--- src/rtl/mem_ctrl_pkg.sv ---
// Shared types for the data-memory access controller: command opcodes and
// sequencer states.
package mem_ctrl_pkg;

    typedef enum logic [1:0] {
        OP_READ  = 2'b00,
        OP_WRITE = 2'b01,
        OP_FILL  = 2'b10,
        OP_DUMP  = 2'b11
    } op_t;

    typedef enum logic [1:0] {
        IDLE,
        WR,
        RD,
        RSP
    } state_t;

endpackage

--- src/rtl/mem_access_ctrl.sv ---
// Initiator-side sequencer for the data memory port. Turns single and burst
// commands into write cycles or read/response pairs with backpressure.
module mem_access_ctrl
    import mem_ctrl_pkg::*;
#(
    parameter int W  = 8,
    parameter int AW = 3
) (
    input  logic          clk,
    input  logic          rst,
    input  logic          cmd_valid,
    output logic          cmd_ready,
    input  logic [1:0]    cmd_op,
    input  logic [AW-1:0] cmd_addr,
    input  logic [AW-1:0] cmd_len,
    input  logic [W-1:0]  cmd_data,
    output logic          rsp_valid,
    input  logic          rsp_ready,
    output logic [W-1:0]  rsp_data,
    output logic [AW-1:0] rsp_addr,
    output logic          rsp_last,
    output logic          busy,
    output logic [AW-1:0] mem_addr,
    output logic [W-1:0]  mem_wdata,
    output logic          mem_wen,
    input  logic [W-1:0]  mem_rdata
);

    localparam int DEPTH = 2 ** AW;

    state_t        state_q, state_d;
    logic [AW-1:0] curAddr_q, curAddr_d;
    logic [AW-1:0] cnt_q, cnt_d;
    logic [W-1:0]  data_q, data_d;
    logic          rspValid_q, rspValid_d;
    logic [W-1:0]  rspData_q, rspData_d;
    logic [AW-1:0] rspAddr_q, rspAddr_d;
    logic          rspLast_q, rspLast_d;
    logic [AW-1:0] addrNext;

    assign addrNext = (curAddr_q == AW'(DEPTH - 1)) ? '0 : curAddr_q + 1'b1;

    always_ff @(posedge clk) begin
        if (rst) begin
            state_q    <= IDLE;
            curAddr_q  <= '0;
            cnt_q      <= '0;
            data_q     <= '0;
            rspValid_q <= 1'b0;
            rspData_q  <= '0;
            rspAddr_q  <= '0;
            rspLast_q  <= 1'b0;
        end else begin
            state_q    <= state_d;
            curAddr_q  <= curAddr_d;
            cnt_q      <= cnt_d;
            data_q     <= data_d;
            rspValid_q <= rspValid_d;
            rspData_q  <= rspData_d;
            rspAddr_q  <= rspAddr_d;
            rspLast_q  <= rspLast_d;
        end
    end

    always_comb begin
        state_d    = state_q;
        curAddr_d  = curAddr_q;
        cnt_d      = cnt_q;
        data_d     = data_q;
        rspValid_d = rspValid_q;
        rspData_d  = rspData_q;
        rspAddr_d  = rspAddr_q;
        rspLast_d  = rspLast_q;
        case (state_q)
            IDLE: begin
                if (cmd_valid) begin
                    curAddr_d = cmd_addr;
                    data_d    = cmd_data;
                    case (op_t'(cmd_op))
                        OP_READ:  begin cnt_d = '0;      state_d = RD; end
                        OP_WRITE: begin cnt_d = '0;      state_d = WR; end
                        OP_FILL:  begin cnt_d = cmd_len; state_d = WR; end
                        default:  begin cnt_d = cmd_len; state_d = RD; end
                    endcase
                end
            end
            WR: begin
                if (cnt_q == '0) begin
                    state_d = IDLE;
                end else begin
                    curAddr_d = addrNext;
                    cnt_d     = cnt_q - 1'b1;
                end
            end
            RD: begin
                rspData_d  = mem_rdata;
                rspAddr_d  = curAddr_q;
                rspLast_d  = (cnt_q == '0);
                rspValid_d = 1'b1;
                state_d    = RSP;
            end
            RSP: begin
                // Response fields stay frozen until the consumer takes the word.
                if (rsp_ready) begin
                    rspValid_d = 1'b0;
                    if (rspLast_q) begin
                        state_d = IDLE;
                    end else begin
                        curAddr_d = addrNext;
                        cnt_d     = cnt_q - 1'b1;
                        state_d   = RD;
                    end
                end
            end
            default: state_d = IDLE;
        endcase
    end

    // Handshake and write strobe are gated by reset so a reset cycle never writes.
    assign cmd_ready = (state_q == IDLE) && !rst;
    assign mem_wen   = (state_q == WR) && !rst;
    assign busy      = (state_q != IDLE);
    assign mem_addr  = curAddr_q;
    assign mem_wdata = data_q;
    assign rsp_valid = rspValid_q;
    assign rsp_data  = rspData_q;
    assign rsp_addr  = rspAddr_q;
    assign rsp_last  = rspLast_q;

endmodule

--- config.mk ---
export PLATFORM = sky130hd
export DESIGN_NAME = mem_access_ctrl
export DESIGN_NICKNAME = d
export VERILOG_FILES = /design/src/rtl/mem_ctrl_pkg.sv /design/src/rtl/mem_access_ctrl.sv
export SDC_FILE = /design/constraint.sdc
export NUM_CORES = 1
export LEC_CHECK = 0
export ABC_AREA = 1
export CAP_MARGIN = 20
export CORE_MARGIN = 2
export CORE_UTILIZATION = 45
export DETAILED_ROUTE_END_ITERATION = 16
export GPL_ROUTABILITY_DRIVEN = 0
export GPL_TIMING_DRIVEN = 0
export PLACE_DENSITY_LB_ADDON = 0.12
export SLEW_MARGIN = 5
export SYNTH_ARGS = -nofsm -noshare
export SYNTH_HDL_FRONTEND = slang
export SYNTH_SLANG_ARGS = --single-unit
--- constraint.sdc ---
create_clock -name clk -period 2.5 [get_ports clk]
set_clock_uncertainty 0.15 [all_clocks]
set_input_delay 0.5 -clock clk [delete_from_list [all_inputs] [get_ports clk]]
set_output_delay 0.5 -clock clk [all_outputs]
set_load 0.02 [all_outputs]
==> impl_summary.log, run 1 <==
INFO  metric dieWidth = 58.29 microns
INFO  metric tns = 0 ps
INFO  metric syn-instance-count = 182
INFO  metric place_ws = 29.68 ps
INFO  metric max-slew-margin-rel = 0.7232
INFO  metric synth_nets = 216
INFO  metric drt.antenna.violating_nets = 0
INFO  metric clock-sinks = 29
INFO  metric crit_chain = nor2_2, inv_1, clkdlybuf4s50_1
INFO  metric peakVddDrop = 0.0006078 V
INFO  metric post-dp-hpwl = 2661 microns
INFO  metric areaGrowthSynthToFinish = 50.47%
INFO  metric setup.worst_path.start = state_q[1]
INFO  metric holdBufCountCts = 0
INFO  metric timing.rr.start = cnt_q[0]
INFO  metric tritoncts = yes
INFO  metric placement.io_buffers = 54
INFO  metric via_count_normalized_by_instance_count = 5.022
INFO  metric tightestPinTransition = 415.2 ps
INFO  metric rsz0062_at_grt = no
INFO  metric hold_class = reg -> reg
INFO  metric path_class = reg -> out
INFO  metric routed-via-count = 1381
INFO  metric ys.warnings.count = 0
INFO  metric tritoncts_buffer_count = 5
INFO  metric globalRouteOverflowTotal = 0
INFO  metric iteration_count_of_the_initial_detailed_routing_pass = 4
INFO  metric fill_cells = 248
INFO  metric post_synth_instance_area = 0.001326 sq mm
INFO  metric wl_met2 = 1732 microns
INFO  metric cp_slowest_cell = clkdlybuf4s50_1
INFO  metric top_cell_type_s_share_of_synthesized_area = 0.4377
INFO  metric finalHoldViolations = 0
INFO  metric max_stage_delay = 610 ps
INFO  metric synth.ff_latch_count = 29
INFO  metric final-max-slew-violation-count = 0
INFO  metric std_cell_rows = 19
INFO  metric yosysSeqAreaShare = 0.4377
INFO  metric dieHeight = 58.29 microns
INFO  metric drive_above_1_share = 0.1025
INFO  metric antennaDiodeCount = 0
INFO  metric worst_setup_slack_final = 208.6 ps
INFO  metric design.core.area = 0.002781 sq mm
INFO  metric initial_utilization = 0.4768
INFO  metric cp-endpoint = busy
INFO  metric grt_start_max_net_pins = 11
INFO  metric root_buffer = clkbuf_4
INFO  metric post_synth.cell_area_avg = 7.287 sq um
INFO  metric final-setup-viol-count = 0
INFO  metric grt.total_usage = 0.2276
INFO  metric reg2reg_depth = 10
INFO  metric worstPathRequired = 1850 ps
INFO  metric clk-insertion-delay-late = 330 ps
INFO  metric finalCriticalPeriod = 2291 ps
INFO  metric synth_largest_area_cell = dfxtp_1
INFO  metric highest_layer = met4
INFO  metric min_period_over_period = 0.9165
INFO  metric crit-reg2reg-capture = cnt_q[2]
INFO  metric ff2ff_setup_slack = 980 ps
INFO  metric routed_len_inst = 12.48 microns
INFO  metric yosysUniqueCellTypes = 25
INFO  metric power_leakage = 0.9161 nW
INFO  metric initial_antenna_violation_count = 0
INFO  metric yosys-top-cells-area = dfxtp_1 44%, nor2_1 15%, o21ai_0 9.4%
INFO  metric met3_wl = 284 microns
INFO  metric fin_nets = 277
INFO  metric worst_setup_path_end_kind = output port
INFO  metric place_area = 0.001906 sq mm
INFO  metric cts.htree.levels = 2
INFO  metric drt-total-wl = 3432 microns
INFO  metric global_route_wire_length_before_repair = 5802 microns
INFO  metric startpoint_type = flip-flop
INFO  metric die-area = 0.003398 sq mm
INFO  metric postLayoutCellArea = 0.001996 sq mm
INFO  metric wl_met1 = 1339 microns
INFO  metric layout.core_utilization = 0.7175
INFO  metric design.portCount = 55
INFO  metric post-cts-setup-buffer-count = 0
INFO  metric max-clock-path-buffers = 2
INFO  metric first_global_vias = 1381
INFO  metric arrival = 1640 ps
INFO  metric clkSlewWorstSetupHoldPaths = 100 ps
INFO  metric achievable-frequency = 436.4 MHz
INFO  metric dr.first_iter.drc_count = 53
INFO  metric critical_path_peak_fanout = 7
INFO  metric pwr_density_cell = 870.0 mW/mm^2
INFO  metric max_capacitance_violation_count = 0
INFO  metric detail_route.drc_violations = 0
INFO  metric status = finished, final reports clean
layer usage:
metal	global-route usage	vias to the layer above
li1	-	696
met1	0.2376	625
met2	0.3949	51
met3	0.08571	9
met4	0.1196	0
met5	0	-
area by class of cell:
type	count	area (sq um)	area share
flip-flops and latches	29	580.6	0.2909
well taps	31	38.79	0.01944
repair buffers	54	545.5	0.2734
multi-input cells	129	641.9	0.3216
clock buffers	7	55.05	0.02759
clock inverters	1	30.03	0.01505
inverters	18	67.56	0.03386
plain buffers	6	36.28	0.01818
critical path: cells and delay by family, from the launching register on:
kind,cells,cell delay (ps)
buffers and inverters,2,720
DFF,1,500
and+or+nand+nor,1,90
repair_timing:
action	CTS	global route
endpoints found under the setup margin	0	2
endpoints found under the hold margin	0	0
resized for setup	0	2
cell usage in the layout (no fill, tap or decap), drive strengths merged:
master	n
nand2	25
a21oi	6
clkdlybuf4s50	52
xor2	1
bufinv	1
mux2i	2
nor3	1
nand4	1
dlymetal6s2s	2
inv	18
nor2	56
nand3	3
clkbuf	10
ha	6
buf	3
o31ai	1
dfxtp	29
o21ai	27
flip-flops by register name, indices dropped and copies added, names as in the netlist:
register   cells
cnt_q          3
mem_addr       3
mem_wdata      8
rsp_addr       3
rsp_data       8
rsp_last       1
rsp_valid      1
state_q        2
where the power goes:
group,internal [mW],switching (mW)
logic,0.314,0.400
clock network,0.239,0.165
registers,0.554,0.0639
Yosys cell counts (all sizes together):
cell type and instances:
o21ai 27, buf 3, nand4 1, xor2 1
nor2 56, a21oi 6, nor3 1, inv 18
dfxtp 29, nand3 3, nand2 25, o31ai 1
ha 6, mux2i 2, clkbuf 3
through the flow:
stage          total power [mW]  std cells  hold WS (ps)
2_1_floorplan             1.047        182         351.3
3_3_place_gp              1.300        267         312.7
3_5_place_dp              1.345        267         321.5
4_1_cts                   1.753        275         334.9
5_1_grt                   1.853        275         364.8
6_report                  1.736        275         328.9
worst min-delay path by stage:
stage	start	endpoint	depth (start not counted)
2_1_floorplan	cnt_q[2]	cnt_q[2]	2
3_3_place_gp	rsp_valid	rsp_valid	2
3_5_place_dp	rsp_valid	rsp_valid	2
4_1_cts	rsp_valid	rsp_valid	2
5_1_grt	rsp_data[3]	rsp_data[3]	2
6_report	rsp_valid	rsp_valid	2
cell families after synthesis:
logic type      share of synthesized area
compound gates                     0.1330
xor+xnor                         0.006605
fa+ha+maj                         0.05660
buf+inv                           0.07830
flops                              0.4377
mux                               0.01509
simple gates                       0.2726
(Power assumes the default switching activity.)
==> inputs of run 2 (changes only) <==
--- a/config.mk
+++ b/config.mk
@@ -7,8 +7,10 @@
 export LEC_CHECK = 0
 export ABC_AREA = 1
 export CAP_MARGIN = 20
+export CELL_PAD_IN_SITES_DETAIL_PLACEMENT = 0
+export CELL_PAD_IN_SITES_GLOBAL_PLACEMENT = 2
 export CORE_MARGIN = 2
-export CORE_UTILIZATION = 45
+export CORE_UTILIZATION = 24
 export DETAILED_ROUTE_END_ITERATION = 16
 export GPL_ROUTABILITY_DRIVEN = 0
 export GPL_TIMING_DRIVEN = 0
==> run 2 against run 1 <==
  * First-iteration DRC count down 43%
  * Global-route usage is 10 points lower
  * Highest routed layer unchanged
  * Hold slack better by 1.9 ps
  * Die area grew 81%
==> impl_summary.log, run 2 (synthesized netlist as in run 1, its figures left out) <==
INFO  metric max_capacitance_violation_count = 0 (unchanged)
INFO  metric die-area = 0.006136 sq mm (+81%)
INFO  metric dieWidth = 78.34 microns (+34%)
INFO  metric grt.total_usage = 0.1236 (-0.1040)
INFO  metric wl_met2 = 1455 microns (-16%)
INFO  metric tns = 0 ps (unchanged)
INFO  metric postLayoutCellArea = 0.002042 sq mm (+2.3%)
INFO  metric timing.rr.start = cnt_q[0]
INFO  metric most-common-layout-cells = 54 x nor2_1, 53 x clkdlybuf4s50_1, 29 x dfxtp_1
INFO  metric hold_class = reg -> reg
INFO  metric crit_top_cell = clkdlybuf4s50_1
INFO  metric initial_utilization = 0.2454 (-0.2315)
INFO  metric arrival = 1750 ps (+110 ps)
INFO  metric finalCriticalPeriod = 2404 ps (+112.7 ps)
INFO  metric clk-insertion-delay-late = 280 ps (-50 ps)
INFO  metric startpoint_type = input port
INFO  metric global_route_wire_length_before_repair = 5934 microns (+2.3%)
INFO  metric tritoncts_buffer_count = 5 (unchanged)
INFO  metric drive_above_1_share = 0.1025 (unchanged)
INFO  metric design.core.area = 0.005405 sq mm (+94%)
INFO  metric tightestPinTransition = 409.7 ps (-5.571 ps)
INFO  metric worstPathRequired = 1850 ps (about the same)
INFO  metric peakVddDrop = 0.0003298 V (-46%)
INFO  metric post-dp-hpwl = 2562 microns (-3.7%)
INFO  metric clkSlewWorstSetupHoldPaths = 70 ps (-30 ps)
INFO  metric max-clock-path-buffers = 2 (unchanged)
INFO  metric globalRouteOverflowTotal = 0 (unchanged)
INFO  metric crit_chain = clkdlybuf4s50_1, nor2_1, clkdlybuf4s50_1
INFO  metric root_buffer = clkbuf_8
INFO  metric max-slew-margin-rel = 0.7269 (+0.003714)
INFO  metric pwr_density_cell = 827.6 mW/mm^2 (-4.9%)
INFO  metric design.portCount = 55 (unchanged)
INFO  metric worst_setup_slack_final = 95.92 ps (-112.7 ps)
INFO  metric clock-sinks = 29 (unchanged)
INFO  metric placed_cells = 308 (+15%)
INFO  metric std_cell_rows = 27 (+8)
INFO  metric place_ws = 22.14 ps (-7.542 ps)
INFO  metric hold_path.startpoint = rsp_valid
INFO  metric critical_path_peak_fanout = 5 (-2)
INFO  metric cp_slowest_cell = clkdlybuf4s50_1
INFO  metric tritoncts = yes
INFO  metric setup.worst_path.start = rst
INFO  metric dr.first_iter.drc_count = 30 (-43%)
INFO  metric antennaDiodeCount = 0 (unchanged)
INFO  metric highest_layer = met4
INFO  metric placement.io_buffers = 54 (unchanged)
INFO  metric areaGrowthSynthToFinish = 53.96%
INFO  metric iteration_count_of_the_initial_detailed_routing_pass = 4 (unchanged)
INFO  metric min_period_over_period = 0.9616 (+0.04509)
INFO  metric first_global_vias = 1256 (-9.1%)
INFO  metric finalNonFillerCells = 316 (+15%)
INFO  metric final-setup-viol-count = 0 (unchanged)
INFO  metric final_common_cell = nor2_1
INFO  metric achievable-frequency = 416.0 MHz (-4.7%)
INFO  metric finalHoldViolations = 0 (unchanged)
INFO  metric holdBufCountCts = 0 (unchanged)
INFO  metric wl_met1 = 1691 microns (+26%)
INFO  metric drt.antenna.violating_nets = 0 (unchanged)
INFO  metric routed_len_inst = 10.95 microns (-12%)
INFO  metric via_count_normalized_by_instance_count = 4.028 (-20%)
INFO  metric fin_nets = 277 (unchanged)
INFO  metric total_chip_power = 1.690 mW (-2.7%)
INFO  metric final-max-slew-violation-count = 0 (unchanged)
INFO  metric grt_start_max_net_pins = 11 (unchanged)
INFO  metric met3_wl = 272 microns (-4.2%)
INFO  metric initial_antenna_violation_count = 0 (unchanged)
INFO  metric drt-total-wl = 3459 microns (+0.79%)
INFO  metric routed-via-count = 1273 (-7.8%)
INFO  metric max_stage_delay = 620 ps (about the same)
INFO  metric power_leakage = 0.9033 nW (-1.4%)
INFO  metric dieHeight = 78.34 microns (+34%)
INFO  metric cts.htree.levels = 2 (unchanged)
INFO  metric worst_setup_path_end_kind = output port
INFO  metric detail_route.drc_violations = 0 (unchanged)
INFO  metric rsz0062_at_grt = no
INFO  metric place_area = 0.001957 sq mm (+2.7%)
INFO  metric path_class = in -> out
INFO  metric status = finished, final reports clean
## run 2: critical path: cells and delay by family
kind,cells,cell delay (ps)
buf+inv,2,1110
simple gates,1,150
## run 2: metal layers
layer	GRT usage	vias to the layer above
met1	0.1563	536
met2	0.1940	36
met3	0.05287	5
met5	0	-
li1	-	696
met4	0.03158	0
## run 2: stage by stage
step / util / hold WS, ps
floorplan: - / 351.3
global placement: 0.3620 / 312.1
detailed placement: 0.3620 / 324.3
CTS: 0.3773 / 336.0
global route: 0.3778 / 355.8
finish: 0.3778 / 330.8
## run 2: area by class of cell
cell class / count / area [sq um]
Buffer: 6 / 36.28
Clock buffer: 6 / 72.57
Clock inverter: 2 / 10.01
Fill cell: 615 / 3363
Inverter: 18 / 67.56
Multi-Input combinational cell: 129 / 641.9
Sequential cell: 29 / 580.6
Tap cell: 72 / 90.09
Timing Repair Buffer: 54 / 543.0
## run 2: repair_timing
| item | in CTS | in global routing |
|---|---|---|
| endpoints found under the hold margin | 0 | 0 |
| endpoints found under the setup margin | 0 | 1 |
| gates resized for setup | 0 | 1 |
| setup buffers | 0 | 0 |
## run 2: power by group
part	internal [mW]	switching [mW]
combinational	0.312	0.383
sequential	0.555	0.0616
clock	0.193	0.185
## run 2: path summary, 6_finish.rpt
path,slack [ps],cells past startpoint,to
min reg2reg,330,2,rsp_valid
max reg2reg,1070,10,mem_addr[1]
max,100,3,cmd_ready
min,330,2,rsp_valid
==> inputs of run 3 (changes only) <==
--- a/config.mk
+++ b/config.mk
@@ -5,12 +5,11 @@
 export SDC_FILE = /design/constraint.sdc
 export NUM_CORES = 1
 export LEC_CHECK = 0
-export ABC_AREA = 1
 export CAP_MARGIN = 20
 export CELL_PAD_IN_SITES_DETAIL_PLACEMENT = 0
 export CELL_PAD_IN_SITES_GLOBAL_PLACEMENT = 2
 export CORE_MARGIN = 2
-export CORE_UTILIZATION = 24
+export CORE_UTILIZATION = 25
 export DETAILED_ROUTE_END_ITERATION = 16
 export GPL_ROUTABILITY_DRIVEN = 0
 export GPL_TIMING_DRIVEN = 0
==> run 3 against run 2 <==
  * First-iteration DRC count is 47% higher
  * Setup slack better by 38 ps
  * Sequential cell count stayed put
  * Largest cell class unchanged
  * Utilization is 2.0 points higher
  * Combinational power is 42% lower
  * Via count is 3.6% lower
  * Clock power is 2% lower
  * Register-to-register slack worse by 190 ps
==> impl_summary.log, run 3 <==
INFO  metric drt-total-wl = 3355 microns (-3.0%)
INFO  metric routed-via-count = 1227 (-3.6%)
INFO  metric yosys-top-cells-area = dfxtp_1 45%, mux2i_1 8.5%, nand2_1 7.5%
INFO  metric via_count_normalized_by_instance_count = 4.382 (+8.8%)
INFO  metric synth_async_sr_flop_share = 0 (unchanged)
INFO  metric clk-insertion-delay-late = 280 ps (about the same)
INFO  metric tritoncts = yes
INFO  metric post-dp-hpwl = 2568 microns (+0.23%)
INFO  metric finalHoldViolations = 0 (unchanged)
INFO  metric areaGrowthSynthToFinish = 54.48%
INFO  metric synth_largest_area_cell = dfxtp_1
INFO  metric arrival = 1720 ps (-30 ps)
INFO  metric critical_path.top_delay_family = buffers and inverters
INFO  metric synth_compound_area_frac = 0.1755 (+0.04249)
INFO  metric achievable-frequency = 422.6 MHz (+1.6%)
INFO  metric cp-endpoint = cmd_ready
INFO  metric routed_len_inst = 11.98 microns (+9.5%)
INFO  metric share_of_the_synthesized_netlist_area_taken_by_xor_and_xnor_gates = 0 (-0.006604)
INFO  metric final-max-slew-violation-count = 0 (unchanged)
INFO  metric die-area = 0.005782 sq mm (-5.8%)
INFO  metric cts.htree.levels = 2 (unchanged)
INFO  metric path_class = in -> out
INFO  metric synth_enable_flop_cells = 0 (unchanged)
INFO  metric cp_slowest_cell = clkdlybuf4s50_1
INFO  metric globalRouteOverflowTotal = 0 (unchanged)
INFO  metric top_cell_type_s_share_of_synthesized_area = 0.4474 (+0.009709)
INFO  metric rsz0062_at_grt = no
INFO  metric drive_above_1_share = 0.09048 (-0.01198)
INFO  metric yosysUniqueCellTypes = 26 (+4.0%)
INFO  metric global_route_wire_length_before_repair = 5451 microns (-8.1%)
INFO  metric hold_class = reg -> reg
INFO  metric synth.ff_latch_count = 29 (unchanged)
INFO  metric max_stage_delay = 570 ps (-50 ps)
INFO  metric root_buffer = clkbuf_8
INFO  metric post_synth_most_frequent_cells = 29 x dfxtp_1, 26 x nand2_1, 16 x a21oi_1
INFO  metric design.portCount = 55 (unchanged)
INFO  metric yosys.area_share.adder = 0.05786 (+0.001255)
INFO  metric reg2reg_depth = 4 (-6)
INFO  metric status = finished, final reports clean
INFO  metric synthMostInstantiatedCell = dfxtp_1
INFO  metric worst_setup_slack_final = 133.9 ps (+37.93 ps)
INFO  metric final_common_cell = clkdlybuf4s50_1
INFO  metric post_synth.cell_area_avg = 8.767 sq um (+20%)
INFO  metric placed_cells = 272 (-12%)
INFO  metric dr.first_iter.drc_count = 44 (+47%)
INFO  metric dieHeight = 76.04 microns (-2.9%)
INFO  metric place_ws = -365.6 ps (-387.7 ps)
INFO  metric clkSlewWorstSetupHoldPaths = 60 ps (about the same)
INFO  metric synth-main-ff-cell = dfxtp_1
INFO  metric power_leakage = 0.7705 nW (-15%)
INFO  metric finalCriticalPeriod = 2366 ps (-37.93 ps)
INFO  metric tns = 0 ps (unchanged)
INFO  metric min_period_over_period = 0.9465 (-0.01517)
INFO  metric worstPathRequired = 1850 ps (about the same)
INFO  metric drt.antenna.violating_nets = 0 (unchanged)
INFO  metric placement.io_buffers = 54 (unchanged)
INFO  metric grt_start_max_net_pins = 11 (unchanged)
INFO  metric tightestPinTransition = 447.3 ps (+37.60 ps)
INFO  metric max-clock-path-buffers = 2 (unchanged)
INFO  metric tritoncts_buffer_count = 5 (unchanged)
INFO  metric pwr_density_cell = 655.8 mW/mm^2 (-21%)
INFO  metric finalNonFillerCells = 280 (-11%)
INFO  metric crit_chain = clkdlybuf4s50_1, clkbuf_2, nor2_1, dlygate4sd2_1
INFO  metric crit-reg2reg-capture = cnt_q[0]
INFO  metric synth.mux.area_fraction = 0.08486 (+0.06977)
INFO  metric initial_antenna_violation_count = 0 (unchanged)
INFO  metric synth_top_family_by_area = simple AND/OR/NAND/NOR gates
INFO  metric grt.total_usage = 0.1180 (-0.005557)
INFO  metric first_global_vias = 1161 (-7.6%)
INFO  metric peakVddDrop = 0.0002101 V (-36%)
INFO  metric most-common-layout-cells = 52 x clkdlybuf4s50_1, 29 x dfxtp_1, 26 x nand2_1
INFO  metric worst_setup_path_end_kind = output port
INFO  metric holdBufCountCts = 0 (unchanged)
INFO  metric detail_route.drc_violations = 0 (unchanged)
INFO  metric dieWidth = 76.04 microns (-2.9%)
INFO  metric synth-simple-area-share = 0.1851 (-0.08749)
INFO  metric fin_nets = 243 (-12%)
INFO  metric design.core.area = 0.005042 sq mm (-6.7%)
INFO  metric path_buf_inv = 3 (+1)
INFO  metric syn-instance-count = 148 (-19%)
INFO  metric antennaDiodeCount = 0 (unchanged)
INFO  metric final-setup-viol-count = 0 (unchanged)
INFO  metric iteration_count_of_the_initial_detailed_routing_pass = 4 (unchanged)
INFO  metric critical_path_peak_fanout = 10 (+5)
INFO  metric setup.worst_path.start = rst
INFO  metric timing.critical_path.depth = 4 (+1)
INFO  metric startpoint_type = input port
INFO  metric clock-sinks = 29 (unchanged)
INFO  metric synth_nets = 182 (-16%)
INFO  metric yosysSeqAreaShare = 0.4474 (+0.009709)
INFO  metric max-slew-margin-rel = 0.7018 (-0.02507)
INFO  metric timing.rr.start = state_q[0]
INFO  metric ff2ff_setup_slack = 880 ps (-190 ps)
INFO  metric initial_utilization = 0.2573 (+0.01195)
INFO  metric ys.warnings.count = 0 (unchanged)
INFO  metric post_synth_instance_area = 0.001297 sq mm (-2.2%)
INFO  metric max_capacitance_violation_count = 0 (unchanged)
INFO  metric std_cell_rows = 26 (-3.7%)
==> run 3: kinds of logic (layout without fill, tap and decap cells) <==
family,after synthesis,in the layout
buffers and inverters,15,77
muxes,11,11
and+or+nand+nor,51,51
DFF,29,29
AOI/OAI and AO/OA,36,36
adders and majority gates,6,6
==> run 3: tightest hold or removal path: stages (launching register included) <==
cell	delay, ps
dfxtp_1	310
nand2_1	50
a21oi_1	50
==> run 3: how the worst min path moves through the flow <==
stage	end	slack [ps]	start	cells past startpoint
2_1_floorplan	cnt_q[2]	330	cnt_q[2]	2
3_3_place_gp	rsp_data[1]	290	rsp_data[1]	2
5_1_grt	rsp_data[2]	320	rsp_data[2]	2
3_5_place_dp	rsp_data[4]	300	rsp_data[4]	2
6_report	rsp_data[1]	300	rsp_data[1]	2
4_1_cts	rsp_data[4]	310	rsp_data[4]	2
==> run 3: layout make-up <==
class	instances	area [sq um]
Fill cell	544	3038
Multi-Input combinational cell	104	653.1
Sequential cell	29	580.6
Timing Repair Buffer	54	534.3
Tap cell	70	87.58
Clock buffer	6	72.57
Buffer	10	47.55
Inverter	5	18.77
Clock inverter	2	10.01
==> run 3: routing by layer <==
| metal | global-route usage | vias up | share of wire |
|---|---|---|---|
| met2 | 0.1929 | 32 | 0.47 |
| met4 | 0.04364 | 0 | 0.014 |
| met1 | 0.1438 | 555 | 0.46 |
| li1 | - | 635 | - |
| met5 | 0 | - | 0 |
| met3 | 0.04147 | 5 | 0.055 |
==> run 3: what timing repair did <==
action / CTS / global route
gates resized for setup: 5 / 2
setup buffers: 0 / 0
setup endpoints to repair: 2 / 1
cloned: 0 / 0
==> run 3: report_power, final <==
group / internal [mW] / leakage (nW) / switching (mW)
clock network: 0.192 / 0.0450 / 0.177
logic: 0.200 / 0.488 / 0.201
registers: 0.510 / 0.238 / 0.0337
==> run 3: per-stage QoR <==
| stage | util | cell area, sq um | total power [mW] | hold WS, ps |
|---|---|---|---|---|
| CTS | 0.3985 | 2009 | 1.337 | 307.6 |
| global route | 0.3975 | 2004 | 1.394 | 324.3 |
| finish | 0.3975 | 2004 | 1.314 | 303.7 |
| floorplan | - | 1297 | 0.7863 | 327.3 |
| global placement | 0.3819 | 1926 | 0.9557 | 291.6 |
| detailed placement | 0.3819 | 1926 | 0.9621 | 298.6 |
